===== config.mk =====
export PLATFORM = sky130hd
export DESIGN_NAME = bus_master_arbiter_flat
export DESIGN_NICKNAME = d
export VERILOG_FILES = /design/src/rtl/bus_master_arbiter_if.sv /design/src/rtl/bus_master_arbiter.sv /design/src/flat_wrapper.sv
export SDC_FILE = /design/constraint.sdc
export NUM_CORES = 1
export LEC_CHECK = 0
export CELL_PAD_IN_SITES_DETAIL_PLACEMENT = 0
export CELL_PAD_IN_SITES_GLOBAL_PLACEMENT = 1
export CORE_ASPECT_RATIO = 0.7
export CORE_MARGIN = 2
export CORE_UTILIZATION = 30
export DETAILED_ROUTE_END_ITERATION = 8
export GPL_ROUTABILITY_DRIVEN = 0
export HOLD_SLACK_MARGIN = 0.03
export PLACE_DENSITY_LB_ADDON = 0.1
export SYNTH_ARGS = -nofsm -noshare
export SYNTH_HDL_FRONTEND = slang
export SYNTH_SLANG_ARGS = --single-unit
export TNS_END_PERCENT = 20

===== constraint.sdc =====
create_clock -name clk -period 4.09 [get_ports clk]
set_input_delay 0.818 -clock clk [delete_from_list [all_inputs] [get_ports clk]]
set_output_delay 0.818 -clock clk [all_outputs]
set_load 0.02 [all_outputs]

===== src/rtl/bus_master_arbiter_if.sv =====
// Signal bundle between the two requesters, the arbiter and the system_bus master port.
// The arbiter takes the master view; the requesters and the bus take the slave view.
interface bus_master_arbiter_if;
  logic [31:0] r0_addr;
  logic [31:0] r0_wdata;
  logic [2:0]  r0_size;
  logic        r0_read;
  logic        r0_write;
  logic [31:0] r0_rdata;
  logic        r0_busy;
  logic        r0_error;

  logic [31:0] r1_addr;
  logic [31:0] r1_wdata;
  logic [2:0]  r1_size;
  logic        r1_read;
  logic        r1_write;
  logic [31:0] r1_rdata;
  logic        r1_busy;
  logic        r1_error;

  logic [31:0] m_addr;
  logic [31:0] m_wdata;
  logic [2:0]  m_size;
  logic        m_read;
  logic        m_write;
  logic [31:0] m_rdata;
  logic        m_busy;
  logic        m_error;

  modport master (
    input  r0_addr, r0_wdata, r0_size, r0_read, r0_write,
    output r0_rdata, r0_busy, r0_error,
    input  r1_addr, r1_wdata, r1_size, r1_read, r1_write,
    output r1_rdata, r1_busy, r1_error,
    output m_addr, m_wdata, m_size, m_read, m_write,
    input  m_rdata, m_busy, m_error
  );

  modport slave (
    output r0_addr, r0_wdata, r0_size, r0_read, r0_write,
    input  r0_rdata, r0_busy, r0_error,
    output r1_addr, r1_wdata, r1_size, r1_read, r1_write,
    input  r1_rdata, r1_busy, r1_error,
    input  m_addr, m_wdata, m_size, m_read, m_write,
    output m_rdata, m_busy, m_error
  );
endinterface


===== src/rtl/bus_master_arbiter.sv =====
// Round-robin arbiter for the CPU (requester 0) and DMA (requester 1) in front of system_bus,
// with a command latch at grant and a watchdog that aborts transfers the bus never completes.
module bus_master_arbiter #(
  parameter int TIMEOUT_CYCLES = 1024,
  parameter int TO_CNT_W       = 16
) (
  input  logic                clk,
  input  logic                rst_n,
  bus_master_arbiter_if.master bus,
  output logic                grant,
  output logic [TO_CNT_W-1:0] timeout_count
);

  localparam int ACC_W = (TIMEOUT_CYCLES > 1) ? $clog2(TIMEOUT_CYCLES) : 1;

  typedef enum logic [1:0] {IDLE, ACCESS, DONE} state_t;

  state_t              r_state;
  state_t              w_next;
  logic                r_grant;
  logic [ACC_W-1:0]    r_acc_cnt;
  logic [TO_CNT_W-1:0] r_to_cnt;

  logic [31:0]         r_addr;
  logic [31:0]         r_wdata;
  logic [2:0]          r_size;
  logic                r_read;
  logic                r_write;
  logic [31:0]         r_rdata;
  logic                r_error;

  logic                w_req0;
  logic                w_req1;
  logic                w_gnt_req;
  logic                w_sel;
  logic                w_grant_ev;
  logic                w_cmpl;
  logic                w_tout;
  logic                w_done0;
  logic                w_done1;
  logic                w_access;

  function automatic logic [TO_CNT_W-1:0] sat_inc(input logic [TO_CNT_W-1:0] v);
    return (&v) ? v : v + TO_CNT_W'(1);
  endfunction

  always_comb begin
    w_req0     = bus.r0_read | bus.r0_write;
    w_req1     = bus.r1_read | bus.r1_write;
    w_gnt_req  = r_grant ? w_req1 : w_req0;
    // The first ACCESS cycle never completes, so a zero-wait slave still sees one full bus cycle.
    w_cmpl     = (r_state == ACCESS) & ~bus.m_busy & (r_acc_cnt != '0);
    w_tout     = (r_state == ACCESS) & bus.m_busy &
                 (r_acc_cnt == ACC_W'(TIMEOUT_CYCLES - 1));
    w_sel      = r_grant;
    w_next     = r_state;
    case (r_state)
      IDLE: begin
        if (w_req0 & w_req1) begin
          w_sel  = ~r_grant;
          w_next = ACCESS;
        end else if (w_req0) begin
          w_sel  = 1'b0;
          w_next = ACCESS;
        end else if (w_req1) begin
          w_sel  = 1'b1;
          w_next = ACCESS;
        end
      end
      ACCESS: if (w_cmpl | w_tout) w_next = DONE;
      DONE:   if (!w_gnt_req) w_next = IDLE;
      default: w_next = IDLE;
    endcase
    w_grant_ev = (r_state == IDLE) & (w_next == ACCESS);
  end

  always_ff @(posedge clk or negedge rst_n) begin
    if (!rst_n) begin
      r_state   <= IDLE;
      r_grant   <= 1'b1;
      r_acc_cnt <= '0;
      r_to_cnt  <= '0;
    end else begin
      r_state <= w_next;
      if (w_grant_ev) begin
        r_grant   <= w_sel;
        r_acc_cnt <= '0;
      end else if (r_state == ACCESS) begin
        r_acc_cnt <= r_acc_cnt + ACC_W'(1);
      end
      if (w_tout) r_to_cnt <= sat_inc(r_to_cnt);
    end
  end

  // Command and response holding registers carry no reset; outputs are gated by state.
  always_ff @(posedge clk) begin
    if (w_grant_ev) begin
      r_addr  <= w_sel ? bus.r1_addr  : bus.r0_addr;
      r_wdata <= w_sel ? bus.r1_wdata : bus.r0_wdata;
      r_size  <= w_sel ? bus.r1_size  : bus.r0_size;
      r_read  <= w_sel ? bus.r1_read  : bus.r0_read;
      r_write <= w_sel ? bus.r1_write : bus.r0_write;
    end
    if (w_cmpl) begin
      r_rdata <= bus.m_rdata;
      r_error <= bus.m_error;
    end else if (w_tout) begin
      r_rdata <= '0;
      r_error <= 1'b1;
    end
  end

  assign w_access     = (r_state == ACCESS);
  assign w_done0      = (r_state == DONE) & ~r_grant;
  assign w_done1      = (r_state == DONE) &  r_grant;

  assign bus.m_addr   = w_access ? r_addr  : '0;
  assign bus.m_wdata  = w_access ? r_wdata : '0;
  assign bus.m_size   = w_access ? r_size  : '0;
  assign bus.m_read   = w_access & r_read;
  assign bus.m_write  = w_access & r_write & ~r_read;

  assign bus.r0_busy  = w_req0 & ~w_done0;
  assign bus.r1_busy  = w_req1 & ~w_done1;
  assign bus.r0_rdata = w_done0 ? r_rdata : '0;
  assign bus.r1_rdata = w_done1 ? r_rdata : '0;
  assign bus.r0_error = w_done0 & r_error;
  assign bus.r1_error = w_done1 & r_error;

  assign grant         = r_grant;
  assign timeout_count = r_to_cnt;

endmodule


===== src/flat_wrapper.sv =====
// flat-port wrapper written by rule: the top's interface ports become plain ports
module bus_master_arbiter_flat 
#(
  parameter int TIMEOUT_CYCLES = 1024,
  parameter int TO_CNT_W       = 16
)
  (clk, rst_n, grant, timeout_count, bus_r0_addr, bus_r0_wdata, bus_r0_size, bus_r0_read, bus_r0_write, bus_r0_rdata, bus_r0_busy, bus_r0_error, bus_r1_addr, bus_r1_wdata, bus_r1_size, bus_r1_read, bus_r1_write, bus_r1_rdata, bus_r1_busy, bus_r1_error, bus_m_addr, bus_m_wdata, bus_m_size, bus_m_read, bus_m_write, bus_m_rdata, bus_m_busy, bus_m_error);
  bus_master_arbiter_if bus_i ();
  input  logic clk;
  input  logic rst_n;
  output logic grant;
  output logic [TO_CNT_W-1:0] timeout_count;
  input wire logic [$bits(bus_i.r0_addr)-1:0] bus_r0_addr;
  input wire logic [$bits(bus_i.r0_wdata)-1:0] bus_r0_wdata;
  input wire logic [$bits(bus_i.r0_size)-1:0] bus_r0_size;
  input wire logic [$bits(bus_i.r0_read)-1:0] bus_r0_read;
  input wire logic [$bits(bus_i.r0_write)-1:0] bus_r0_write;
  output wire logic [$bits(bus_i.r0_rdata)-1:0] bus_r0_rdata;
  output wire logic [$bits(bus_i.r0_busy)-1:0] bus_r0_busy;
  output wire logic [$bits(bus_i.r0_error)-1:0] bus_r0_error;
  input wire logic [$bits(bus_i.r1_addr)-1:0] bus_r1_addr;
  input wire logic [$bits(bus_i.r1_wdata)-1:0] bus_r1_wdata;
  input wire logic [$bits(bus_i.r1_size)-1:0] bus_r1_size;
  input wire logic [$bits(bus_i.r1_read)-1:0] bus_r1_read;
  input wire logic [$bits(bus_i.r1_write)-1:0] bus_r1_write;
  output wire logic [$bits(bus_i.r1_rdata)-1:0] bus_r1_rdata;
  output wire logic [$bits(bus_i.r1_busy)-1:0] bus_r1_busy;
  output wire logic [$bits(bus_i.r1_error)-1:0] bus_r1_error;
  output wire logic [$bits(bus_i.m_addr)-1:0] bus_m_addr;
  output wire logic [$bits(bus_i.m_wdata)-1:0] bus_m_wdata;
  output wire logic [$bits(bus_i.m_size)-1:0] bus_m_size;
  output wire logic [$bits(bus_i.m_read)-1:0] bus_m_read;
  output wire logic [$bits(bus_i.m_write)-1:0] bus_m_write;
  input wire logic [$bits(bus_i.m_rdata)-1:0] bus_m_rdata;
  input wire logic [$bits(bus_i.m_busy)-1:0] bus_m_busy;
  input wire logic [$bits(bus_i.m_error)-1:0] bus_m_error;
  assign bus_i.r0_addr = bus_r0_addr;
  assign bus_i.r0_wdata = bus_r0_wdata;
  assign bus_i.r0_size = bus_r0_size;
  assign bus_i.r0_read = bus_r0_read;
  assign bus_i.r0_write = bus_r0_write;
  assign bus_r0_rdata = bus_i.r0_rdata;
  assign bus_r0_busy = bus_i.r0_busy;
  assign bus_r0_error = bus_i.r0_error;
  assign bus_i.r1_addr = bus_r1_addr;
  assign bus_i.r1_wdata = bus_r1_wdata;
  assign bus_i.r1_size = bus_r1_size;
  assign bus_i.r1_read = bus_r1_read;
  assign bus_i.r1_write = bus_r1_write;
  assign bus_r1_rdata = bus_i.r1_rdata;
  assign bus_r1_busy = bus_i.r1_busy;
  assign bus_r1_error = bus_i.r1_error;
  assign bus_m_addr = bus_i.m_addr;
  assign bus_m_wdata = bus_i.m_wdata;
  assign bus_m_size = bus_i.m_size;
  assign bus_m_read = bus_i.m_read;
  assign bus_m_write = bus_i.m_write;
  assign bus_i.m_rdata = bus_m_rdata;
  assign bus_i.m_busy = bus_m_busy;
  assign bus_i.m_error = bus_m_error;
  bus_master_arbiter #(.TIMEOUT_CYCLES(TIMEOUT_CYCLES), .TO_CNT_W(TO_CNT_W)) u_core (.clk(clk), .rst_n(rst_n), .bus(bus_i), .grant(grant), .timeout_count(timeout_count));
endmodule

; ---- Word-level counts from Yosys, hierarchy flattened
; Index checks and enable logic that the tools add are counted.
[totals]
regBits = 131
input_bits = 174
[classes]
add_sub_neg = 2
eq_ne = 4
n_mux = 27
n_bitwise = 24
n_reduce_logical = 6
[op_table]
columns = cell, count
row1 = $mux W32, 8
row2 = $mux W10, 2
row3 = $add A16 B1 Y16 const B, 1
row4 = $reduce_and A16 Y1, 1
row5 = $and A1 B1 Y1, 15
row6 = $add A10 B1 Y10 const B, 1
row7 = $eq A10 B10 Y1 const B, 1
row8 = $mux W2, 5
row9 = $reduce_bool A10 Y1, 1
row10 = $mux W1, 9
row11 = $mux W3, 2
row12 = $not A1 Y1, 6
row13 = $pmux W2 S3, 1
row14 = $eq A2 B1 Y1 const B, 2
row15 = $reduce_bool A2 Y1, 2
row16 = $or A1 B1 Y1, 3
row17 = $eq A2 B2 Y1 const B, 1
row18 = $logic_not A2 Y1, 1
row19 = $reduce_and A2 Y1, 1

; ---- Logic depth before layout (Yosys ltp)
[depth]
ltp_word = 9
depth_mapped = 7
mapped_depth_nobuf = 6

; ---- Worst setup path before layout
; No wires, ideal clock.
[synth_path]
path_type = input port to flip-flop
from = in bus_r0_write
to = reg u_core.r_addr[0] (enable)
setup_time_ns = 0.460
t_arrival_ns = 3.165
t_required_ns = 3.630
path_slack_ns = 0.464
cell_stages = 3
path_buffers = 1
cell_sequence = nor2_1 > a21boi_0 > clkbuf_1
[synth_between]
elab_chain_cells = 6
[synth_rtl]
columns = item, line_no
row1 = "start, declared", flat_wrapper.sv:17  ; input wire logic [$bits(bus_i.r0_write)-1:0] bus_r0_write;
row2 = $or A1 B1 Y1 (*), bus_master_arbiter.sv:48  ; w_req0 = bus.r0_read | bus.r0_write;
row3 = $mux W1 (tied with other cells), bus_master_arbiter.sv:50  ; w_gnt_req = r_grant ? w_req1 : w_req0;
row4 = "$mux W2, on equally long branches", "bus_master_arbiter.sv:71, bus_master_arbiter.sv:59"
row5 = $pmux W2 S3 (*), bus_master_arbiter.sv:57  ; case (r_state)
row6 = $eq A2 B1 Y1 (*), bus_master_arbiter.sv:74  ; w_grant_ev = (r_state == IDLE) & (w_next == ACCESS);
row7 = $and A1 B1 Y1 (*), bus_master_arbiter.sv:74
row8 = named net u_core.w_grant_ev, bus_master_arbiter.sv:36  ; logic w_grant_ev;
row9 = "end signal, assigned", bus_master_arbiter.sv:98  ; r_addr <= w_sel ? bus.r1_addr : bus.r0_addr;
row10 = "end, declared", bus_master_arbiter.sv:24  ; logic [31:0] r_addr;
; The timed path passes the listed nets; every way through them passes the cells marked *.
; A chain may end at the register's enable or synchronous reset.

; ---- Final worst setup path
[layout_path]
from = reg u_core.r_grant, in the netlist u_core.grant
to = out bus_r1_rdata[18]
[layout_between]
elab_chain_cells = 2
[layout_rtl]
columns = item, line_no
row1 = "start, declared", bus_master_arbiter.sv:20  ; logic r_grant;
row2 = "start signal, assigned", bus_master_arbiter.sv:86  ; r_grant <= w_sel;
row3 = $and A1 B1 Y1, bus_master_arbiter.sv:115  ; assign w_done1 = (r_state == DONE) & r_grant;
row4 = $mux W32, bus_master_arbiter.sv:126  ; assign bus.r1_rdata = w_done1 ? r_rdata : '0;
row5 = "end, declared", flat_wrapper.sv:26  ; output wire logic [$bits(bus_i.r1_rdata)-1:0] bus_r1_rdata;
; Every way passes these cells.

==> results.md <==
* **synthesis-to-finish area growth** 64.8%
* **synthesis-stage register bit count** 131
* **Detailed Place HPWL** 14100 µm
* **# Max-Cap Violations** 0
* **Boundary Pins** 328
* **clock latency on the worst-skew pair** 0.41 ns
* **# resized after CTS** 0
* **per-cell routed wire length** 16.9 µm
* **standby leakage power** 0.00391 µW
* **unrepaired setup endpoints after global routing** no
* **biggest area consumer among synthesized cells** sky130_fd_sc_hd__edfxtp_1
* **starting density of the core** 30.9%
* **number of enable flip-flop cells after synthesis** 102
* **detailed-route vias per instance** 4.40
* **utilization after layout** 50.9%
* **leading cell type in the layout, fill and taps excluded** sky130_fd_sc_hd__clkdlybuf4s50_1
* **average size of a mapped cell** 12.6 µm²
* **Bufs on Longest Clock Path** 2
* **number of cells produced by synthesis** 515
* **area fraction of the dominant cell type after synthesis** 47.3%
* **Port Buf Inserts** 327
* **flip-flop cell with the highest count after synthesis** sky130_fd_sc_hd__edfxtp_1
* **type of the tightest min-delay check** flip-flop to flip-flop
* **number of detailed-route iterations in the first pass** 4
* **total power after layout** 6630 µW
* **Worst-path clk slew** 0.06 ns
* **count of yosys warnings during synthesis** 0
* **Post-CTS Setup Inserts** 0
* **data arrival at the endpoint of the critical path** 2.76 ns
* **minimum clock period after layout** 3.58 ns
* **max-slew headroom at the worst pin** 33.0%
* **peak ir drop on the vdd network** 0.000254 V
* **vias after detailed routing** 4982
* **Critical Path Start Type** flip-flop
* **Unique masters post-synth** 36
* **iteration-0 DRC count of the detailed router** 237
* **post-detailed-route count of antenna-violating nets** 0
* **number of global-route vias before repair** 5113
* **Max Clk Rate** 280 MHz
* **CTS tree** built
* **die height** 127 µm
* **final period utilization** 87.5%
* **total wirelength of the detailed-routed design** 19100 µm
* **worst setup path category** flip-flop to output pin
* **largest cells by area after synthesis** sky130_fd_sc_hd__edfxtp_1 (47%), sky130_fd_sc_hd__and2_1 (16%), sky130_fd_sc_hd__mux2_2 (12%)
* **register area share after synthesis** 58.5%
* **Finish-stage setup viols** 0
* **die area** 22800 µm²
* **die extent in x** 180 µm
* **most used cells in the layout excluding fill and tap cells** sky130_fd_sc_hd__clkdlybuf4s50_1 (327), sky130_fd_sc_hd__and2_1 (167), sky130_fd_sc_hd__edfxtp_1 (102)
* **cts hold-fix bufs** 0
* **Worst Path Required** 3.27 ns
* **remaining design rule violation count** 0
* **clock tree sinks** 131
* **Post-Layout Inst Area** 10700 µm²
* **initial antenna violation count** 0
* **count of pins over their slew limit** 0
* **Nets** 1019
* **Worst Tran Pin Value** 1.00 ns
* **final hold vios** 0
* **H-Tree Level Count** 4
* **clock buffers created by TritonCTS** 17
* **Critical Path End Type** output pin
* **first-pass GRT wire length** 29200 µm
* **number of nets in the synthesized netlist** 692
* **Synth async-reset ratio** 22.1%
* **global-route congestion overflow total** 0
* **Max FO, Critical Path** 35
* **setup total negative slack** 0 ns
* **share of final-layout standard cells stronger than drive strength 1** 13.5%
* **Core Footprint** 21000 µm²
* **count of antenna diodes in the layout** 0
* **global-route usage over all layers** 16.6%
* **pwr/cell area** 622 nW/µm²
* **Placement Rows** 44
* **pin count of the biggest net entering global routing** 65
* **outcome** complete, no violations
* **cell area after placement** 10100 µm²
* **area of the mapped netlist** 6470 µm²
* **clock root buffer master** sky130_fd_sc_hd__clkbuf_16
* **Layout Skew** 0.00727 ns
-- layout make-up --
| class | count | area [µm²] |
|---|---|---|
| clock inverters | 8 | 46.3 |
| flip-flops and latches | 131 | 3790 |
| clock buffers | 24 | 504 |
| multi-input cells | 352 | 2610 |
| repair buffers | 335 | 3360 |
| well taps | 276 | 345 |
| fillers | 1884 | 10300 |
| inverters | 5 | 18.8 |
-- state kept, by name (all words and copies together), names as in the netlist --
signal                cells
u_core.r_state            2
u_core.grant              1
u_core.r_write            1
u_core.r_error            1
u_core.r_addr            32
u_core.r_size             3
u_core.timeout_count     16
u_core.r_read             1
u_core.r_acc_cnt         10
u_core.r_rdata           32
u_core.r_wdata           32
-- Yosys cell counts, types with 2 or more instances --
master / instances
sky130_fd_sc_hd__and2_1: 167
sky130_fd_sc_hd__edfxtp_1: 102
sky130_fd_sc_hd__mux2_2: 70
sky130_fd_sc_hd__dfrtp_1: 28
sky130_fd_sc_hd__clkbuf_1: 26
sky130_fd_sc_hd__nor2_1: 21
sky130_fd_sc_hd__nand2_1: 16
sky130_fd_sc_hd__xnor2_1: 13
sky130_fd_sc_hd__nand3_1: 11
sky130_fd_sc_hd__xor2_1: 8
sky130_fd_sc_hd__nand4_1: 7
sky130_fd_sc_hd__inv_1: 5
sky130_fd_sc_hd__o21ai_0: 5
sky130_fd_sc_hd__nor3b_1: 4
sky130_fd_sc_hd__and3_1: 3
sky130_fd_sc_hd__ha_1: 3
sky130_fd_sc_hd__nor3_1: 3
sky130_fd_sc_hd__nand2b_1: 2
sky130_fd_sc_hd__nand3b_1: 2
sky130_fd_sc_hd__nor2b_1: 2
sky130_fd_sc_hd__nor4b_1: 2
-- path summary, 6_finish.rpt --
| check | slack [ns] | to | cells after the start | startpoint |
|---|---|---|---|---|
| min reg2reg | 0.51 | u_core.timeout_count[15] | 1 | u_core.timeout_count[15] |
| min in group asynchronous | 0.79 | u_core.timeout_count[3] | 2 | rst_n |
| max reg2reg | 1.52 | u_core.r_rdata[25] | 4 | u_core.r_state[1] |
| max in group asynchronous | 2.96 | u_core.grant | 2 | rst_n |
| max | 0.51 | bus_r1_rdata[18] | 3 | u_core.grant |
| min | 0.51 | u_core.timeout_count[15] | 1 | u_core.timeout_count[15] |
-- power by group --
group	internal (µW)	switching [µW]
clock	860	569
combinational	1490	1550
sequential	2030	133
total	4380	2250
-- logic make-up after synthesis --
| family | after synthesis | synth area share (%) |
|---|---|---|
| AOI/OAI and AO/OA | 11 | 1.39 |
| xor gates and xnor gates | 21 | 2.84 |
| adders and majority gates | 3 | 0.580 |
| buffers and inverters | 32 | 1.87 |
| DFF | 131 | 58.5 |
| muxes | 71 | 12.3 |
| and+or+nand+nor | 246 | 22.4 |
-- metrics by stage --
stage | setup WS, ns | hold WS (ns) | std cells
detailed placement | 0.920 | 0.501 | 1099
floorplan | 0.464 | 0.501 | 515
global placement | 0.984 | 0.483 | 1099
global route | 0.328 | 0.543 | 1131
finish | 0.513 | 0.506 | 1131
CTS | 0.473 | 0.515 | 1131
-- routing by layer --
| layer | vias up | share of wire (%) | track usage (%) | routed length [µm] |
|---|---|---|---|---|
| met5 | - | 0 | 0 | 0 |
| met1 | 2342 | 43 | 21.2 | 8150 |
| met4 | 0 | 1.7 | 4.50 | 332 |
| met2 | 190 | 48 | 27.1 | 9230 |
| met3 | 23 | 7.3 | 5.46 | 1390 |
| li1 | 2427 | - | - | - |
-- worst max-delay path, cell delays in order, from the launching register on --
cell,delay (ns)
sky130_fd_sc_hd__dfstp_2,0.63
sky130_fd_sc_hd__and3b_1,0.85
sky130_fd_sc_hd__and2_1,0.24
sky130_fd_sc_hd__clkdlybuf4s50_1,0.62
No activity file was read; power rests on OpenSTA's default activity.
